**src/rtl/addsub_serial.sv**
```systemverilog
// addsub_serial -- digit-serial two's-complement adder/subtractor.
//
// Operands arrive over a valid/ready handshake and are processed SLICE bits
// per clock, LSB slice first. The result is returned with carry, signed
// overflow, zero and negative flags over a second valid/ready handshake.
//
// Optional feature (compile-time macro):
//   ADDSUB_SATURATE_EN  - clamp the result on signed overflow instead of
//                         wrapping modulo 2^WIDTH. Undefined by default.
//
// Parameters:
//   WIDTH - operand/result width; must be a multiple of SLICE.
//   SLICE - bits processed per clock, 1 <= SLICE <= WIDTH.

module addsub_serial #(
    parameter int WIDTH = 16,
    parameter int SLICE = 4
) (
    input  logic             clk,
    input  logic             rst_n,

    input  logic             in_valid,
    output logic             in_ready,
    input  logic [WIDTH-1:0] a,
    input  logic [WIDTH-1:0] b,
    input  logic             sub,

    output logic             out_valid,
    input  logic             out_ready,
    output logic [WIDTH-1:0] result,
    output logic             carry,
    output logic             overflow,
    output logic             zero,
    output logic             negative
);

    // ------------------------------------------------------------------
    // Derived constants
    // ------------------------------------------------------------------
    localparam int N     = WIDTH / SLICE;
    localparam int CNT_W = (N > 1) ? $clog2(N) : 1;
    localparam int IDX_W = (WIDTH > 1) ? $clog2(WIDTH) : 1;

    localparam logic [CNT_W-1:0] LAST_CNT = CNT_W'(N - 1);

    // Saturation bounds (most positive / most negative WIDTH-bit values).
    localparam logic [WIDTH-1:0] SAT_POS = {1'b0, {(WIDTH-1){1'b1}}};
    localparam logic [WIDTH-1:0] SAT_NEG = {1'b1, {(WIDTH-1){1'b0}}};

    // ------------------------------------------------------------------
    // FSM state
    // ------------------------------------------------------------------
    typedef enum logic [1:0] {
        IDLE = 2'd0,
        RUN  = 2'd1,
        DONE = 2'd2
    } state_t;

    state_t state_q, state_d;

    // in_ready is registered so that it reads 0 during reset and rises on
    // the first clock edge after rst_n is released.
    logic ready_q, ready_d;

    // Handshake / sequencing strobes decoded by the FSM.
    logic accept;
    logic last_slice;

    // ------------------------------------------------------------------
    // Datapath state
    // ------------------------------------------------------------------
    logic [WIDTH-1:0] a_q, a_d;
    logic [WIDTH-1:0] b_q, b_d;
    logic             sub_q, sub_d;
    logic [CNT_W-1:0] cnt_q, cnt_d;
    logic             c_q, c_d;          // running inter-slice carry

    logic [WIDTH-1:0] res_q, res_d;
    logic             carry_q, carry_d;
    logic             ovf_q, ovf_d;
    logic             zero_q, zero_d;
    logic             neg_q, neg_d;

    // ------------------------------------------------------------------
    // Slice arithmetic signals
    // ------------------------------------------------------------------
    logic [IDX_W-1:0] idx;               // bit offset of the current slice
    logic [SLICE-1:0] a_sl;
    logic [SLICE-1:0] bx_sl;             // b slice, inverted for subtraction
    logic [SLICE:0]   slice_sum;
    logic             c_out;
    logic             c_into_msb;
    logic             ovf_now;
    logic [WIDTH-1:0] res_wrapped;       // result register with slice merged
    logic [WIDTH-1:0] res_final;         // wrapped or clamped final value

    // ------------------------------------------------------------------
    // FSM next-state and handshake decode
    // ------------------------------------------------------------------
    // NOTE: every signal driven here gets a default first so no path
    // leaves it unassigned, which would otherwise infer a latch.
    always_comb begin
        state_d    = state_q;
        accept     = 1'b0;
        last_slice = 1'b0;

        unique case (state_q)
            IDLE: begin
                if (in_valid && ready_q) begin
                    accept  = 1'b1;
                    state_d = RUN;
                end
            end
            RUN: begin
                if (cnt_q == LAST_CNT) begin
                    last_slice = 1'b1;
                    state_d    = DONE;
                end
            end
            DONE: begin
                if (out_ready) begin
                    state_d = IDLE;
                end
            end
            default: begin
                state_d = IDLE;
            end
        endcase

        ready_d = (state_d == IDLE);
    end

    // FSM state register and registered in_ready.
    // NOTE: sequential state is written with non-blocking assignments so
    // every register samples its pre-edge inputs, independent of order.
    always_ff @(posedge clk or negedge rst_n) begin
        if (!rst_n) begin
            state_q <= IDLE;
            ready_q <= 1'b0;
        end else begin
            state_q <= state_d;
            ready_q <= ready_d;
        end
    end

    // ------------------------------------------------------------------
    // One slice of the add/subtract, plus the final-value selection.
    // ------------------------------------------------------------------
    // Compute the current slice sum, carry into/out of the MSB and the
    // final (optionally clamped) result.
    always_comb begin
        idx   = IDX_W'(int'(cnt_q) * SLICE);
        a_sl  = a_q[idx +: SLICE];
        bx_sl = b_q[idx +: SLICE] ^ {SLICE{sub_q}};

        slice_sum = {1'b0, a_sl} + {1'b0, bx_sl} + (SLICE + 1)'(c_q);
        c_out     = slice_sum[SLICE];

        // Sum bit = a ^ b ^ cin, so the carry into the slice MSB is
        // recovered without a separate narrower adder (works for SLICE=1).
        c_into_msb = a_sl[SLICE-1] ^ bx_sl[SLICE-1] ^ slice_sum[SLICE-1];
        ovf_now    = c_into_msb ^ c_out;

        res_wrapped                = res_q;
        res_wrapped[idx +: SLICE]  = slice_sum[SLICE-1:0];

        res_final = res_wrapped;
`ifdef ADDSUB_SATURATE_EN
        // A wrapped MSB of 1 on overflow means the true result was
        // positive (and vice versa), so clamp towards that sign.
        if (ovf_now) begin
            res_final = res_wrapped[WIDTH-1] ? SAT_POS : SAT_NEG;
        end
`endif
    end

    // ------------------------------------------------------------------
    // Datapath next-state
    // ------------------------------------------------------------------
    // Load operands on accept, step one slice per RUN cycle, and capture
    // the flags together with the final slice.
    always_comb begin
        a_d     = a_q;
        b_d     = b_q;
        sub_d   = sub_q;
        cnt_d   = cnt_q;
        c_d     = c_q;
        res_d   = res_q;
        carry_d = carry_q;
        ovf_d   = ovf_q;
        zero_d  = zero_q;
        neg_d   = neg_q;

        if (accept) begin
            a_d   = a;
            b_d   = b;
            sub_d = sub;
            c_d   = sub;          // +1 of the two's-complement negation
            cnt_d = '0;
        end else if (state_q == RUN) begin
            c_d = c_out;
            if (last_slice) begin
                res_d   = res_final;
                carry_d = c_out;
                ovf_d   = ovf_now;
                zero_d  = (res_final == '0);
                neg_d   = res_final[WIDTH-1];
            end else begin
                res_d = res_wrapped;
                cnt_d = cnt_q + CNT_W'(1);
            end
        end
    end

    // Datapath registers.
    // NOTE: operand and result registers are reset as well, because the
    // result and flags are visible outputs that must read 0 under reset.
    always_ff @(posedge clk or negedge rst_n) begin
        if (!rst_n) begin
            a_q     <= '0;
            b_q     <= '0;
            sub_q   <= 1'b0;
            cnt_q   <= '0;
            c_q     <= 1'b0;
            res_q   <= '0;
            carry_q <= 1'b0;
            ovf_q   <= 1'b0;
            zero_q  <= 1'b0;
            neg_q   <= 1'b0;
        end else begin
            a_q     <= a_d;
            b_q     <= b_d;
            sub_q   <= sub_d;
            cnt_q   <= cnt_d;
            c_q     <= c_d;
            res_q   <= res_d;
            carry_q <= carry_d;
            ovf_q   <= ovf_d;
            zero_q  <= zero_d;
            neg_q   <= neg_d;
        end
    end

    // ------------------------------------------------------------------
    // Outputs
    // ------------------------------------------------------------------
    assign in_ready  = ready_q;
    assign out_valid = (state_q == DONE);
    assign result    = res_q;
    assign carry     = carry_q;
    assign overflow  = ovf_q;
    assign zero      = zero_q;
    assign negative  = neg_q;

endmodule
```
**config.mk**
```make
export PLATFORM = sky130hd
export DESIGN_NAME = addsub_serial
export DESIGN_NICKNAME = d
export VERILOG_FILES = /design/src/rtl/addsub_serial.sv
export SDC_FILE = /design/constraint.sdc
export NUM_CORES = 1
export LEC_CHECK = 0
export BUFFER_PORTS_ARGS = -buffer_cell sky130_fd_sc_hd__buf_2
export CAP_MARGIN = 20
export CELL_PAD_IN_SITES_DETAIL_PLACEMENT = 1
export CELL_PAD_IN_SITES_GLOBAL_PLACEMENT = 2
export CORE_MARGIN = 4
export CORE_UTILIZATION = 39
export CTS_BUF_LIST = sky130_fd_sc_hd__clkbuf_8 sky130_fd_sc_hd__clkbuf_16
export DETAILED_ROUTE_END_ITERATION = 7
export PLACE_DENSITY_LB_ADDON = 0.05
export SYNTH_ARGS = -nofsm -noshare
export SYNTH_HDL_FRONTEND = slang
export SYNTH_SLANG_ARGS = --single-unit
export TNS_END_PERCENT = 100
```
**constraint.sdc**
```tcl
create_clock -name clk -period 4.62 [get_ports clk]
set_input_delay 0.462 -clock clk [delete_from_list [all_inputs] [get_ports clk]]
set_output_delay 0.462 -clock clk [all_outputs]
set_load 0.01 [all_outputs]
```
Word-level counts from Yosys, hierarchy flattened
Index checks and enable logic that the tools add are counted.

Memories kept: 0. Register bits: 59. Output and inout port bits: 22. Input port bits: 37. Latch bits: 0. Word-level logic and storage cells: 51. Memory bits (read-only): 0. RAM bits: 0.

Reductions and logical operators: 8. Mux-type cells: 14. Bitwise logic cells: 5. Magnitude comparators: 0. Multipliers: 0. Add/sub/neg operators: 4. Equality and inequality tests: 4. Divide/modulo/power cells: 0. Shift operators: 4.

Operators with widths (number): variable part select 16 x 5 -> 4 bit (2); bitwise mux 16 bit (1); zero test 16 bit (1); variable shift 4 x 6 -> 16 bit, first input constant (1); variable part select 4 x 6 -> 16 bit (1); two-way mux 2 bit (6); two-way mux 1 bit (6); negation 4 -> 6 bit (1); one-hot mux 2 bit (3 select lines) (1); adder 4 x 4 -> 5 bit (1); adder 5 x 1 -> 5 bit (1); == test 2 bit, second input constant (2); zero test 2 bit (2); AND reduction 2 bit (2); bitwise XOR 4 bit (1); AND reduction 3 bit (1); bitwise XOR 1 bit (3); adder 2 x 1 -> 2 bit, second input constant (1); == test 2 x 1 -> 1 bit, second input constant (1); != test 2 bit, second input constant (1); nonzero test 2 bit (1); logical AND 1 bit (1); inverter 1 bit (1).

Logic depth before layout (Yosys ltp)
Word-level depth: 7. Depth in mapped cells: 10. Gate-level depth less buffers: 9.

Least setup slack after synthesis
OpenSTA, ideal clock, no wires.

Kind: register -> register. Start point: reg cnt_q[0]. End point: reg zero_q (netlist: zero). Setup time: 0.095 ns. Required time: 4.525 ns. Setup slack: 1.708 ns. Path buffers: 1. Stages on the path, launching flop included: 10. Arrival: 2.817 ns. Period minus slack after synthesis: 2.912 ns. Cell sequence: dfrtp_1 -> buf_6 -> mux4_2 -> xnor2_1 -> fa_1 -> fa_1 -> nand2_1 -> a21oi_1 -> o2111ai_1 -> o31ai_1.

Longest elaborated chain between the ends: 7. Elaborated cells on any way between the ends: 14. Those cells by class: add/sub: 3; eq/ne: 1; shift: 4; mux: 3; bitwise: 1; reduce/logical: 2.

RTL lines: from (decl) (RTL line 75) `logic [CNT_W-1:0] cnt_q, cnt_d;`; from (signal assigned) (RTL line 234) `cnt_q <= cnt_d;`; variable part select 16 x 5 -> 4 bit (RTL line 154) `bx_sl = b_q[idx +: SLICE] ^ {SLICE{sub_q}};`; bitwise XOR 4 bit (RTL line 154); adder 4 x 4 -> 5 bit (RTL line 156) `slice_sum = {1'b0, a_sl} + {1'b0, bx_sl} + (SLICE + 1)'(c_q);`; adder 5 x 1 -> 5 bit (RTL line 156); variable part select 4 x 6 -> 16 bit (RTL line 165) `res_wrapped[idx +: SLICE] = slice_sum[SLICE-1:0];`; bitwise mux 16 bit (RTL line 165); zero test 16 bit (RTL line 206) `zero_d = (res_final == '0);`; to (signal assigned) (RTL line 239) `zero_q <= zero_d;`; to (decl) (RTL line 81) `logic zero_q, zero_d;`.

Several ways; a longest one is shown, not always the timed one. A chain may end at the register's enable or synchronous reset.

Worst setup path after layout
Same ends and word-level chain as after synthesis.

==> results.md <==
- Status: completed
- Mean Syn Cell Area: approximately 13 um2
- Critical path required time: between 4 and 5 ns
- Worst-skew pair later-pin latency: between 0.3 and 0.4 ns
- Max-cap violations: 0
- Yosys Warn Count: 0
- Critical Path Max Stage Delay: around 0.64 ns
- CP cell instances: buf_4, mux4_2, xnor2_1, fa_1, fa_1, nand2_1, a21oi_1, o2111ai_1, o31ai_1
- Slew margin rel.: 0.434
- Slowest-stage cell, CP: fa_1
- GRT Total Usage: 0.162
- Lkg Pwr: around 0.0016 uW
- Vias in the first global route: about 2200
- Delay-heaviest family, CP: adder cells
- Share of cells above drive strength 1: 0.415
- Synth Flop Type: dfrtp_1
- Via density: 5.13
- DR vias: just over 2000
- Critical path buffers and inverters: 1
- DIE HEIGHT: approximately 95 um
- Setup Fix Bufs, Post-CTS: 0
- Final Cycle Share: 0.664
- Worst Hold Class: input port to async pin
- Post-DP HPWL: 4.90 mm
- RePlAce Congestion: 0.754
- Clock Sinks: between 50 and 60
- Largest net degree at the start of global routing: 60
- Core Area: about 0.0073 mm2
- Initial DRC Count: 65
- Critical R2R Launch: cnt_q[0]
- Top cell type's share of synthesized area: 0.504
- Post-synth EDFFs: 0
- Crit-path max FO: 17
- Die width: roughly 95 um
- Syn Nets: 280
- Routed wire per std cell: 16.5 um
- Seq/Total Area, Yosys: 0.504
- CTS Root Cell: clkbuf_8
- Max Freq: 0.326 GHz
- CP most frequent cell: fa_1
- Antenna Nets Post-Route: 0
- IO Count: slightly below 60
- Max Transition Viols Final: 0
- Initial antenna violation count: 0
- Synth area leader: dfrtp_1
- Library cells used by synthesis: between 40 and 50
- Post-cts resize count: 0
- Die area: between 0.008 and 0.009 mm2
- Setup tns final: 0 ns
- Data arrival, critical path: 3.30 ns
- Setup crit start kind: flop
- CTS tree: built
- Syn Std Cell Area: about 0.0029 mm2
- Critical path capture point type: flop
- Critical path origin: cnt_q[0]
- First-pass DRT Iterations: 4
- Area Overhead vs Synth: 19.2%
- Final min period: a little over 3 ns
- Worst Hold Slack: around 0.29 ns
- CP Class: flop to flop
- Synthesized instance count: 232
- Hold buffers post-CTS: 0
- Total wire length: approximately 6.6 mm
- Final hold violation count: 0
- Register Area: around 0.0015 mm2
- P per Cell Area: roughly 900 mW/mm2
- Residual DRC: 0
- Yosys reg bits: 59
- Clock Skew: 0.00788 ns
- Max VDD drop: 0.346 mV
- CTS clk-pin slew, worst paths: 0.07 ns
- Area contributors post-synth: dfrtp_1 50%, mux2_2 13%, mux4_2 6.2%, ha_1 3.8%, nand2_1 2.6%
- Final nets: roughly 340
- Count of final setup violators: 0
- Worst-Margin Slew: between 0.8 and 0.9 ns
- Overflow after GRT: 0
- First-pass GRT wire length: approximately 11 mm
- Number of H-tree levels: 3
- Post-synth ARST share: 1.00
- Clock buffer depth: 2
- Num CTS Buffers: 9
- Row cnt: 31
- Diode count: 0
- Port bufs: 58
- Initial core utilization: 0.402
- Multi-input logic area: between 0.001 and 0.0015 mm2
- Filler cells: between 800 and 900
- RSZ-0062 raised after global routing: no
where the power goes:
group | internal, uW | switching [uW] | leakage (uW)
sequential | 750 | 154 | 0.000735
clock | 259 | 201 | 0.000103
combinational | 824 | 939 | 0.000790
flip-flops by register name, summed over array words and instances (netlist names):
name,flops
b_q,16
zero,1
in_ready,1
a_q,16
sub_q,1
overflow,1
state_q,2
negative,1
carry,1
result,16
cnt_q,2
c_q,1
cell usage after synthesis, drive strengths merged (2+ instances only):
cell type,number
dfrtp,59
mux2,33
nand2,20
inv,11
nor2,10
buf,9
ha,9
mux4,8
o21ai,8
a22o,6
nor3,6
a21oi,5
a32o,4
nor2b,4
o41ai,4
xor2,4
nand2b,3
nor3b,3
xnor2,3
a211oi,2
fa,2
nor4,2
o21a,2
cell usage in the layout (no fill, tap or decap), drive strengths merged, types with 2 or more instances in the layout:
cell type  count
dfrtp         59
a32o           4
mux2          33
nor2          10
nor3b          3
xor2           4
o21a           2
nor3           6
nor4           2
a21oi          5
nor2b          4
nand2b         3
o41ai          4
xnor2          3
o21ai          8
a22o           6
ha             9
buf           61
clkinv         3
clkbuf        10
nand2         20
inv           12
fa             2
mux4           8
a211oi         2
worst reg2reg max path, delay by kind of cell, from the launching register on:
kind	cells	cell delay, ns
AO/OA/AOI/OAI	3	0.50
multiplexers	1	0.55
adder cells (fa/ha/maj)	2	1.08
buffers and inverters	1	0.26
flip-flops	1	0.33
AND/OR/NAND/NOR	1	0.09
XOR/XNOR	1	0.16
routing by layer:
metal,part of all wire,global-route usage,vias up
li1,-,-,969
met1,0.46,0.214,1023
met2,0.49,0.258,42
met3,0.043,0.0502,8
met4,0.0099,0.0469,0
met5,0,0,-
per-stage QoR:
| step | area [um2] | std cells | total power [uW] | worst slack [ns] | utilization |
|---|---|---|---|---|---|
| after floorplan | 2930 | 232 | 2250 | 1.71 | - |
| after global placement | 3300 | 382 | 2670 | 1.63 | 0.452 |
| after detailed placement | 3300 | 382 | 2700 | 1.56 | 0.452 |
| after CTS | 3490 | 398 | 3170 | 1.54 | 0.479 |
| after global routing | 3490 | 398 | 3400 | 1.41 | 0.479 |
| final | 3490 | 398 | 3130 | 1.55 | 0.479 |
final cells by class:
| cell class | instances | area share |
|---|---|---|
| multi-input combinational | 152 | 0.385 |
| timing repair buffer | 61 | 0.0896 |
| clock buffer | 10 | 0.0394 |
| inverter | 11 | 0.0118 |
| clock inverter | 6 | 0.0161 |
| sequential | 59 | 0.423 |
| tap | 99 | 0.0355 |
kinds of logic after synthesis:
group | count (synthesis) | share of synthesized area
AOI/OAI and AO/OA | 39 | 0.0987
xor gates and xnor gates | 7 | 0.0209
adders and majority gates | 11 | 0.0521
buffers and inverters | 21 | 0.0389
DFF | 59 | 0.504
muxes | 42 | 0.192
and+or+nand+nor | 53 | 0.0936
worst paths after layout:
check / endpoint / slack, ns / cells past startpoint
worst max-delay path: zero / 1.55 / 9
worst min-delay path: state_q[1] / 0.29 / 2
worst max register to register: zero / 1.55 / 9
worst min register to register: negative / 0.47 / 2
max in group asynchronous: result[13] / 3.84 / 2
min in group clk: state_q[1] / 0.34 / 2
Power figures use the tool's default switching activity.
